File: src/rtl/ice_bridge_pkg.sv
// Shared constants and types for the ICE command bridge.
// Command codes, control sub-codes, response bytes, FSM encodings and the TX request payload.
package ice_bridge_pkg;

  localparam int unsigned ADDR_W  = 13;
  localparam int unsigned DATA_W  = 16;
  localparam int unsigned TMO_CYC = 255;
  localparam int unsigned TMO_W   = $clog2(TMO_CYC + 1);

  // Upper two command bits select the nibble-load groups (cmd 0-3 / 4-7)
  localparam logic [1:0] ICE_CMD_GRP_ADDR = 2'b00;
  localparam logic [1:0] ICE_CMD_GRP_DATA = 2'b01;

  localparam logic [3:0] ICE_CMD_MEM_RD = 4'h8;
  localparam logic [3:0] ICE_CMD_MEM_WR = 4'h9;
  localparam logic [3:0] ICE_CMD_SEND   = 4'hA;
  localparam logic [3:0] ICE_CMD_CTRL   = 4'hB;

  localparam logic [3:0] ICE_CTL_RST_OFF   = 4'h0;
  localparam logic [3:0] ICE_CTL_RST_ON    = 4'h1;
  localparam logic [3:0] ICE_CTL_HALT_ON   = 4'h2;
  localparam logic [3:0] ICE_CTL_HALT_OFF  = 4'h3;
  localparam logic [3:0] ICE_CTL_PC_WR     = 4'h5;
  localparam logic [3:0] ICE_CTL_PC_RD     = 4'h6;
  localparam logic [3:0] ICE_CTL_HALT_STAT = 4'h7;

  localparam logic [7:0] ICE_RSP_OK     = 8'hA5;
  localparam logic [7:0] ICE_RSP_NOHALT = 8'hEE;
  localparam logic [7:0] ICE_RSP_TMO    = 8'hEF;

  typedef enum logic [2:0] {
    ST_IDLE = 3'd0,
    ST_POP  = 3'd1,
    ST_ECHO = 3'd2,
    ST_EXEC = 3'd3,
    ST_MEM  = 3'd4,
    ST_TX   = 3'd5
  } ice_state_e;

  typedef enum logic [1:0] {
    TX_IDLE = 2'd0,
    TX_H    = 2'd1,
    TX_L    = 2'd2
  } tx_state_e;

  typedef struct packed {
    logic       two;
    logic [7:0] hi;
    logic [7:0] lo;
  } tx_req_t;

endpackage

File: src/rtl/ice_bridge_tx_seq.sv
// ice_tx_seq: pushes a 1- or 2-byte response (high byte first) into the TX FIFO.
// A push is never issued back-to-back so the FIFO full flag has a cycle to reflect the previous push.
module ice_tx_seq
  import ice_bridge_pkg::*;
(
  input  logic       clk,
  input  logic       rst_n,
  input  logic       start_c,
  input  logic       two,
  input  logic [7:0] byte_hi,
  input  logic [7:0] byte_lo,
  input  logic       tx_full,
  output logic       tx_write,
  output logic [7:0] tx_data,
  output logic       busy_c
);

  tx_state_e  state_q, state_d;
  tx_req_t    req_q, req_d;
  logic       tx_write_q, tx_write_d;
  logic [7:0] tx_data_q, tx_data_d;
  logic       can_push_c;

  assign can_push_c = !tx_full && !tx_write_q;
  assign busy_c     = (state_q != TX_IDLE);
  assign tx_write   = tx_write_q;
  assign tx_data    = tx_data_q;

  always_comb begin
    state_d    = state_q;
    req_d      = req_q;
    tx_write_d = 1'b0;
    tx_data_d  = tx_data_q;
    case (state_q)
      TX_IDLE: begin
        if (start_c) begin
          req_d.two = two;
          req_d.hi  = byte_hi;
          req_d.lo  = byte_lo;
          state_d   = two ? TX_H : TX_L;
        end
      end
      TX_H: begin
        if (can_push_c) begin
          tx_write_d = 1'b1;
          tx_data_d  = req_q.hi;
          state_d    = TX_L;
        end
      end
      TX_L: begin
        if (can_push_c) begin
          tx_write_d = 1'b1;
          tx_data_d  = req_q.lo;
          state_d    = TX_IDLE;
        end
      end
      default: state_d = TX_IDLE;
    endcase
  end

  always_ff @(posedge clk or negedge rst_n) begin
    if (!rst_n) begin
      state_q    <= TX_IDLE;
      req_q      <= '0;
      tx_write_q <= 1'b0;
      tx_data_q  <= 8'h00;
    end else begin
      state_q    <= state_d;
      req_q      <= req_d;
      tx_write_q <= tx_write_d;
      tx_data_q  <= tx_data_d;
    end
  end

endmodule

File: src/rtl/ice_bridge.sv
// ice_bridge: ICE command engine between the UART byte FIFOs and the CPU core.
// Define ICE_ECHO_EN to echo every popped command byte to TX ahead of its response.
module ice_bridge
  import ice_bridge_pkg::*;
(
  input  logic              CLK,
  input  logic              I_RESET_N,
  input  logic [7:0]        I_RX_DATA,
  input  logic              I_RX_PRESENT,
  output logic              O_RX_READ,
  output logic [7:0]        O_TX_DATA,
  output logic              O_TX_WRITE,
  input  logic              I_TX_FULL,
  output logic              O_CORE_RESET,
  output logic              O_CORE_HALT,
  input  logic              I_CORE_HALTED,
  output logic              O_PC_WE,
  output logic [DATA_W-1:0] O_PC_DATA,
  input  logic [DATA_W-1:0] I_PC,
  output logic              O_MEM_REQ,
  output logic              O_MEM_WE,
  output logic [ADDR_W-1:0] O_MEM_ADDR,
  output logic [DATA_W-1:0] O_MEM_WDATA,
  input  logic              I_MEM_ACK,
  input  logic [DATA_W-1:0] I_MEM_RDATA
);

  ice_state_e        state_q, state_d;
  logic [7:0]        cmd_q, cmd_d;
  logic [DATA_W-1:0] ice_addr_q, ice_addr_d;
  logic [DATA_W-1:0] ice_data_q, ice_data_d;
  logic              rx_read_q, rx_read_d;
  logic              core_reset_q, core_reset_d;
  logic              core_halt_q, core_halt_d;
  logic              pc_we_q, pc_we_d;
  logic [DATA_W-1:0] pc_data_q, pc_data_d;
  logic              mem_req_q, mem_req_d;
  logic              mem_we_q, mem_we_d;
  logic [ADDR_W-1:0] mem_addr_q, mem_addr_d;
  logic [DATA_W-1:0] mem_wdata_q, mem_wdata_d;
  logic [TMO_W-1:0]  tmo_q, tmo_d;

  logic       tx_start_c, tx_two_c, tx_busy_c;
  logic [7:0] tx_hi_c, tx_lo_c;

  // ice_addr keeps all 16 bits; only the RAM word-address bits reach the bus
  logic unused_addr_hi;
  assign unused_addr_hi = ^ice_addr_q[DATA_W-1:ADDR_W];

  always_comb begin
    state_d      = state_q;
    cmd_d        = cmd_q;
    ice_addr_d   = ice_addr_q;
    ice_data_d   = ice_data_q;
    rx_read_d    = 1'b0;
    core_reset_d = core_reset_q;
    core_halt_d  = core_halt_q;
    pc_we_d      = 1'b0;
    pc_data_d    = pc_data_q;
    mem_req_d    = mem_req_q;
    mem_we_d     = mem_we_q;
    mem_addr_d   = mem_addr_q;
    mem_wdata_d  = mem_wdata_q;
    tmo_d        = tmo_q;
    tx_start_c   = 1'b0;
    tx_two_c     = 1'b0;
    tx_hi_c      = ice_data_q[15:8];
    tx_lo_c      = ice_data_q[7:0];
    case (state_q)
      ST_IDLE: begin
        if (I_RX_PRESENT) begin
          cmd_d     = I_RX_DATA;
          rx_read_d = 1'b1;
          state_d   = ST_POP;
        end
      end
      ST_POP: begin
`ifdef ICE_ECHO_EN
        tx_start_c = 1'b1;
        tx_lo_c    = cmd_q;
        state_d    = ST_ECHO;
`else
        state_d    = ST_EXEC;
`endif
      end
      ST_ECHO: begin
        if (!tx_busy_c) state_d = ST_EXEC;
      end
      ST_EXEC: begin
        state_d = ST_IDLE;
        if (cmd_q[7:6] == ICE_CMD_GRP_ADDR) begin
          ice_addr_d[{cmd_q[5:4], 2'b00} +: 4] = cmd_q[3:0];
        end else if (cmd_q[7:6] == ICE_CMD_GRP_DATA) begin
          ice_data_d[{cmd_q[5:4], 2'b00} +: 4] = cmd_q[3:0];
        end else begin
          case (cmd_q[7:4])
            ICE_CMD_MEM_RD, ICE_CMD_MEM_WR: begin
              if (I_CORE_HALTED) begin
                mem_req_d   = 1'b1;
                mem_we_d    = (cmd_q[7:4] == ICE_CMD_MEM_WR);
                mem_addr_d  = ice_addr_q[ADDR_W-1:0];
                mem_wdata_d = ice_data_q;
                tmo_d       = '0;
                state_d     = ST_MEM;
              end else begin
                tx_start_c = 1'b1;
                tx_lo_c    = ICE_RSP_NOHALT;
                state_d    = ST_TX;
              end
            end
            ICE_CMD_SEND: begin
              tx_start_c = 1'b1;
              tx_two_c   = 1'b1;
              state_d    = ST_TX;
            end
            ICE_CMD_CTRL: begin
              case (cmd_q[3:0])
                ICE_CTL_RST_OFF:  core_reset_d = 1'b0;
                ICE_CTL_RST_ON:   core_reset_d = 1'b1;
                ICE_CTL_HALT_ON:  core_halt_d  = 1'b1;
                ICE_CTL_HALT_OFF: core_halt_d  = 1'b0;
                ICE_CTL_PC_WR: begin
                  pc_we_d   = 1'b1;
                  pc_data_d = ice_data_q;
                end
                ICE_CTL_PC_RD:    ice_data_d   = I_PC;
                ICE_CTL_HALT_STAT: begin
                  tx_start_c = 1'b1;
                  tx_lo_c    = {7'h00, I_CORE_HALTED};
                  state_d    = ST_TX;
                end
                default: ;
              endcase
            end
            default: ;
          endcase
        end
      end
      ST_MEM: begin
        // Request and its payload stay frozen until ack or timeout
        if (I_MEM_ACK) begin
          mem_req_d  = 1'b0;
          if (!mem_we_q) ice_data_d = I_MEM_RDATA;
          tx_start_c = 1'b1;
          tx_lo_c    = ICE_RSP_OK;
          state_d    = ST_TX;
        end else if (tmo_q == TMO_W'(TMO_CYC - 1)) begin
          mem_req_d  = 1'b0;
          tx_start_c = 1'b1;
          tx_lo_c    = ICE_RSP_TMO;
          state_d    = ST_TX;
        end else begin
          tmo_d = tmo_q + TMO_W'(1);
        end
      end
      ST_TX: begin
        if (!tx_busy_c) state_d = ST_IDLE;
      end
      default: state_d = ST_IDLE;
    endcase
  end

  always_ff @(posedge CLK or negedge I_RESET_N) begin
    if (!I_RESET_N) begin
      state_q      <= ST_IDLE;
      cmd_q        <= 8'h00;
      ice_addr_q   <= '0;
      ice_data_q   <= '0;
      rx_read_q    <= 1'b0;
      core_reset_q <= 1'b0;
      core_halt_q  <= 1'b0;
      pc_we_q      <= 1'b0;
      pc_data_q    <= '0;
      mem_req_q    <= 1'b0;
      mem_we_q     <= 1'b0;
      mem_addr_q   <= '0;
      mem_wdata_q  <= '0;
      tmo_q        <= '0;
    end else begin
      state_q      <= state_d;
      cmd_q        <= cmd_d;
      ice_addr_q   <= ice_addr_d;
      ice_data_q   <= ice_data_d;
      rx_read_q    <= rx_read_d;
      core_reset_q <= core_reset_d;
      core_halt_q  <= core_halt_d;
      pc_we_q      <= pc_we_d;
      pc_data_q    <= pc_data_d;
      mem_req_q    <= mem_req_d;
      mem_we_q     <= mem_we_d;
      mem_addr_q   <= mem_addr_d;
      mem_wdata_q  <= mem_wdata_d;
      tmo_q        <= tmo_d;
    end
  end

  ice_tx_seq u_tx_seq (
    .clk      (CLK),
    .rst_n    (I_RESET_N),
    .start_c  (tx_start_c),
    .two      (tx_two_c),
    .byte_hi  (tx_hi_c),
    .byte_lo  (tx_lo_c),
    .tx_full  (I_TX_FULL),
    .tx_write (O_TX_WRITE),
    .tx_data  (O_TX_DATA),
    .busy_c   (tx_busy_c)
  );

  assign O_RX_READ    = rx_read_q;
  assign O_CORE_RESET = core_reset_q;
  assign O_CORE_HALT  = core_halt_q;
  assign O_PC_WE      = pc_we_q;
  assign O_PC_DATA    = pc_data_q;
  assign O_MEM_REQ    = mem_req_q;
  assign O_MEM_WE     = mem_we_q;
  assign O_MEM_ADDR   = mem_addr_q;
  assign O_MEM_WDATA  = mem_wdata_q;

endmodule

File: config.mk
export PLATFORM = sky130hd
export DESIGN_NAME = ice_bridge
export DESIGN_NICKNAME = d
export VERILOG_FILES = /design/src/rtl/ice_bridge_pkg.sv /design/src/rtl/ice_bridge_tx_seq.sv /design/src/rtl/ice_bridge.sv
export SDC_FILE = /design/constraint.sdc
export NUM_CORES = 1
export LEC_CHECK = 0
export ABC_AREA = 1
export BUFFER_PORTS_ARGS = -buffer_cell sky130_fd_sc_hd__buf_2
export CAP_MARGIN = 30
export CORE_ASPECT_RATIO = 0.7
export CORE_MARGIN = 3
export CORE_UTILIZATION = 45
export DETAILED_ROUTE_END_ITERATION = 16
export PLACE_DENSITY_LB_ADDON = 0.3
export SETUP_SLACK_MARGIN = 0.02
export SLEW_MARGIN = 20
export SYNTH_ARGS = -nofsm -noshare
export SYNTH_HDL_FRONTEND = slang
export SYNTH_SLANG_ARGS = --single-unit
File: constraint.sdc
create_clock -name CLK -period 3 [get_ports CLK]
set_input_delay 0.6 -clock CLK [delete_from_list [all_inputs] [get_ports CLK]]
set_output_delay 0.6 -clock CLK [all_outputs]
set_load 0.05 [all_outputs]
==> impl_results.md <==
- Port buffer count: 105
- Via Count: 5254
- Synthesis Warnings: 0
- Drt pass-1 iters: 5
- Slew headroom: 57.8%
- Clock Tree Root: clkbuf_16
- Count of final setup violators: 0
- Seq/Total Area, Yosys: 52.3%
- Clk buf depth: 2
- Most common cell in the netlist: nand2_1
- Iter 0 DRT Violations: 484
- DIE HEIGHT: 103 um
- Antenna violations before repair: 0
- Fillcell total: 1204
- Synthesis-to-finish area growth: 21.2%
- Yosys reg bits: 126
- Yosys top cell area share: 52.3%
- Gr usage total: 22.5%
- Slowest cell on the critical path: dfrtp_1
- Max stage delay on crit path: 540 ps
- LEAKAGE: 3.84 nW
- Tightest Pin Transition: 634 ps
- Setup Skew: 11.9 ps
- Core Area: 12800 um^2
- Hold Fails Final Rpt: 0
- Final wirelength: 15.7 mm
- DP Wirelength: 11.5 mm
- Drt drc: 0
- Area contributors post-synth: dfrtp_1 (52%), nand2_1 (15%), nor2_1 (3.9%), o21ai_1 (3.6%), nand3_1 (3.5%)
- Initial Utilization: 47.2%
- Total die area: 14800 um^2
- Maximum clock rate: 386 MHz
- CP max FO: 24
- Crit path buf inv count: 2
- Layout cells sized above 1: 20.7%
- Pwr/cell area: 1120 nW/um^2
- Ys async rst share: 100%
- Clock slew at reported path FFs: 60 ps
- First-pass GRT wire length: 25.8 mm
- RSZ-0062 raised after global routing: false
- Max-Cap Viols: 0
- Synthesized area per cell: 8.16 um^2
- Delay-heaviest family, CP: simple AND/OR/NAND/NOR gates
- Die X: 144 um
- Primary FF master, synth: dfrtp_1
- Antenna fix cells: 0
- Most frequent cells after synthesis: nand2_1 (246), dfrtp_1 (126), nor2_1 (63)
- CP endpoint kind: register
- Setup_tns: 0 ps
- Syn Nets: 794
- Max VDD drop: 0.000591 V
- Status: finished, final reports clean
- Vias per cell: 5.14
- CTS tree: yes
- RD Place Congestion: 0.911
- Most common cell on crit path: nand2_1
- Clk sinks: 126
- Hold WC Path Type: in2async
- Worst Path Required: 3340 ps
- Routed Antenna Nets: 0
- GRT overflow: 0
- CP Class: reg2reg
- EDFF count, synth: 0
- Post-synth cell types: 35
- Post-CTS sizing: 0
- CP Launch Type: register
- WL per Instance: 15.3 um
- Mapped Cells: 739
- Post-Synthesis Cell Area: 6030 um^2
- Hold_ws: 203 ps
- Clk_lat worst skew: 420 ps
- H-tree depth: 4
- Io pins: 106
- Post CTS Setup Buffer Count: 0
- FP Rows: 34
- Area leader, netlist: dfrtp_1
- Largest net degree at the start of global routing: 57
- Final min period: 2590 ps
- CP Cell Sequence: clkinv_1 > ha_1 > inv_2 > nand2_1 > nand3_1 > nand3_1 > nand2_2 > nand2_1 > nand2_2 > nand2_1 > o21ai_1
- Critical path arrival: 2930 ps
- # hold bufs at CTS: 0
- Period utilization: 86.4%
- Nets: 903
- Vias in the first global route: 4988
- Fin. max-slew vios: 0
- TritonCTS buffer count: 17
==> metal layers <==
metal / vias up / global-route usage [%] / wire length (um)
met3: 15 / 5.93 / 1120
met5: - / 0 / 0
met2: 176 / 30.9 / 6370
met1: 2465 / 35.5 / 8060
li1: 2598 / - / -
met4: 0 / 4.73 / 119
==> power breakdown <==
part           switching [mW]  internal, mW
clock network           0.790          1.33
logic                    2.43         0.913
registers               0.430          2.28
==> kinds of logic after synthesis <==
| logic type | after synthesis | share of synthesized area (%) |
|---|---|---|
| flops | 126 | 52.3 |
| compound gates | 122 | 11.1 |
| fa+ha+maj | 9 | 1.87 |
| simple gates | 383 | 26.5 |
| buf+inv | 85 | 6.02 |
| mux | 8 | 1.33 |
| xor+xnor | 6 | 0.872 |
==> final timing paths <==
kind	from	to	slack, ps	cells past startpoint
max	cmd_q[4]	u_tx_seq.req_q[11]	410	11
min	I_RESET_N	tmo_q[5]	200	1
max reg2reg	cmd_q[4]	u_tx_seq.req_q[11]	410	11
min reg2reg	O_MEM_WDATA[11]	O_MEM_WDATA[11]	480	2
max in group asynchronous	I_RESET_N	ice_data_q[5]	2020	2
min in group CLK	I_RX_DATA[2]	cmd_q[2]	400	3
==> sequential cells by signal, summed over array words and instances (netlist names), 2 cells and up <==
signal            flops
u_tx_seq.req_q       16
u_tx_seq.state_q      2
ice_addr_q           13
state_q               3
tmo_q                 8
O_PC_DATA            16
ice_data_q           16
cmd_q                 8
O_MEM_WDATA          16
u_tx_seq.tx_data      8
O_MEM_ADDR           13
==> final cells by class <==
type | count | area (um^2) | share of cell area (%)
timing repair buffer | 112 | 593 | 8.12
sequential | 126 | 3150 | 43.2
tap | 162 | 203 | 2.77
inverter | 63 | 236 | 3.24
clock buffer | 18 | 439 | 6.01
clock inverter | 13 | 164 | 2.24
multi-input combinational | 528 | 2520 | 34.5
==> metrics by stage <==
step	instance area [um^2]	power (mW)	std cells	worst slack [ps]	util (%)
6_report	7310	8.17	1022	408	57.2
5_1_grt	7310	8.72	1022	128	57.2
4_1_cts	7310	8.17	1022	462	57.2
3_5_place_dp	6700	6.04	991	480	52.5
3_3_place_gp	6700	5.99	991	597	52.5
2_1_floorplan	6030	5.17	739	929	-
==> layout by cell type, fill, tap and decap left out, types with 3 or more instances in the layout <==
cell,instances
nand2_1,246
dfrtp_1,126
buf_2,104
nor2_1,63
inv_1,54
o21ai_1,43
o21ai_0,42
nand3_1,41
a21oi_1,21
clkbuf_16,17
nor3_1,11
ha_1,9
mux2i_1,8
nor2_2,7
inv_2,7
buf_4,7
nand2_2,5
nand3_2,4
o211ai_1,4
a31o_2,3
xor2_1,3
xnor2_1,3
o31ai_2,3
bufinv_16,3
clkinv_4,3
clkinv_2,3
Note: power is estimated with default switching activity, not from simulation.
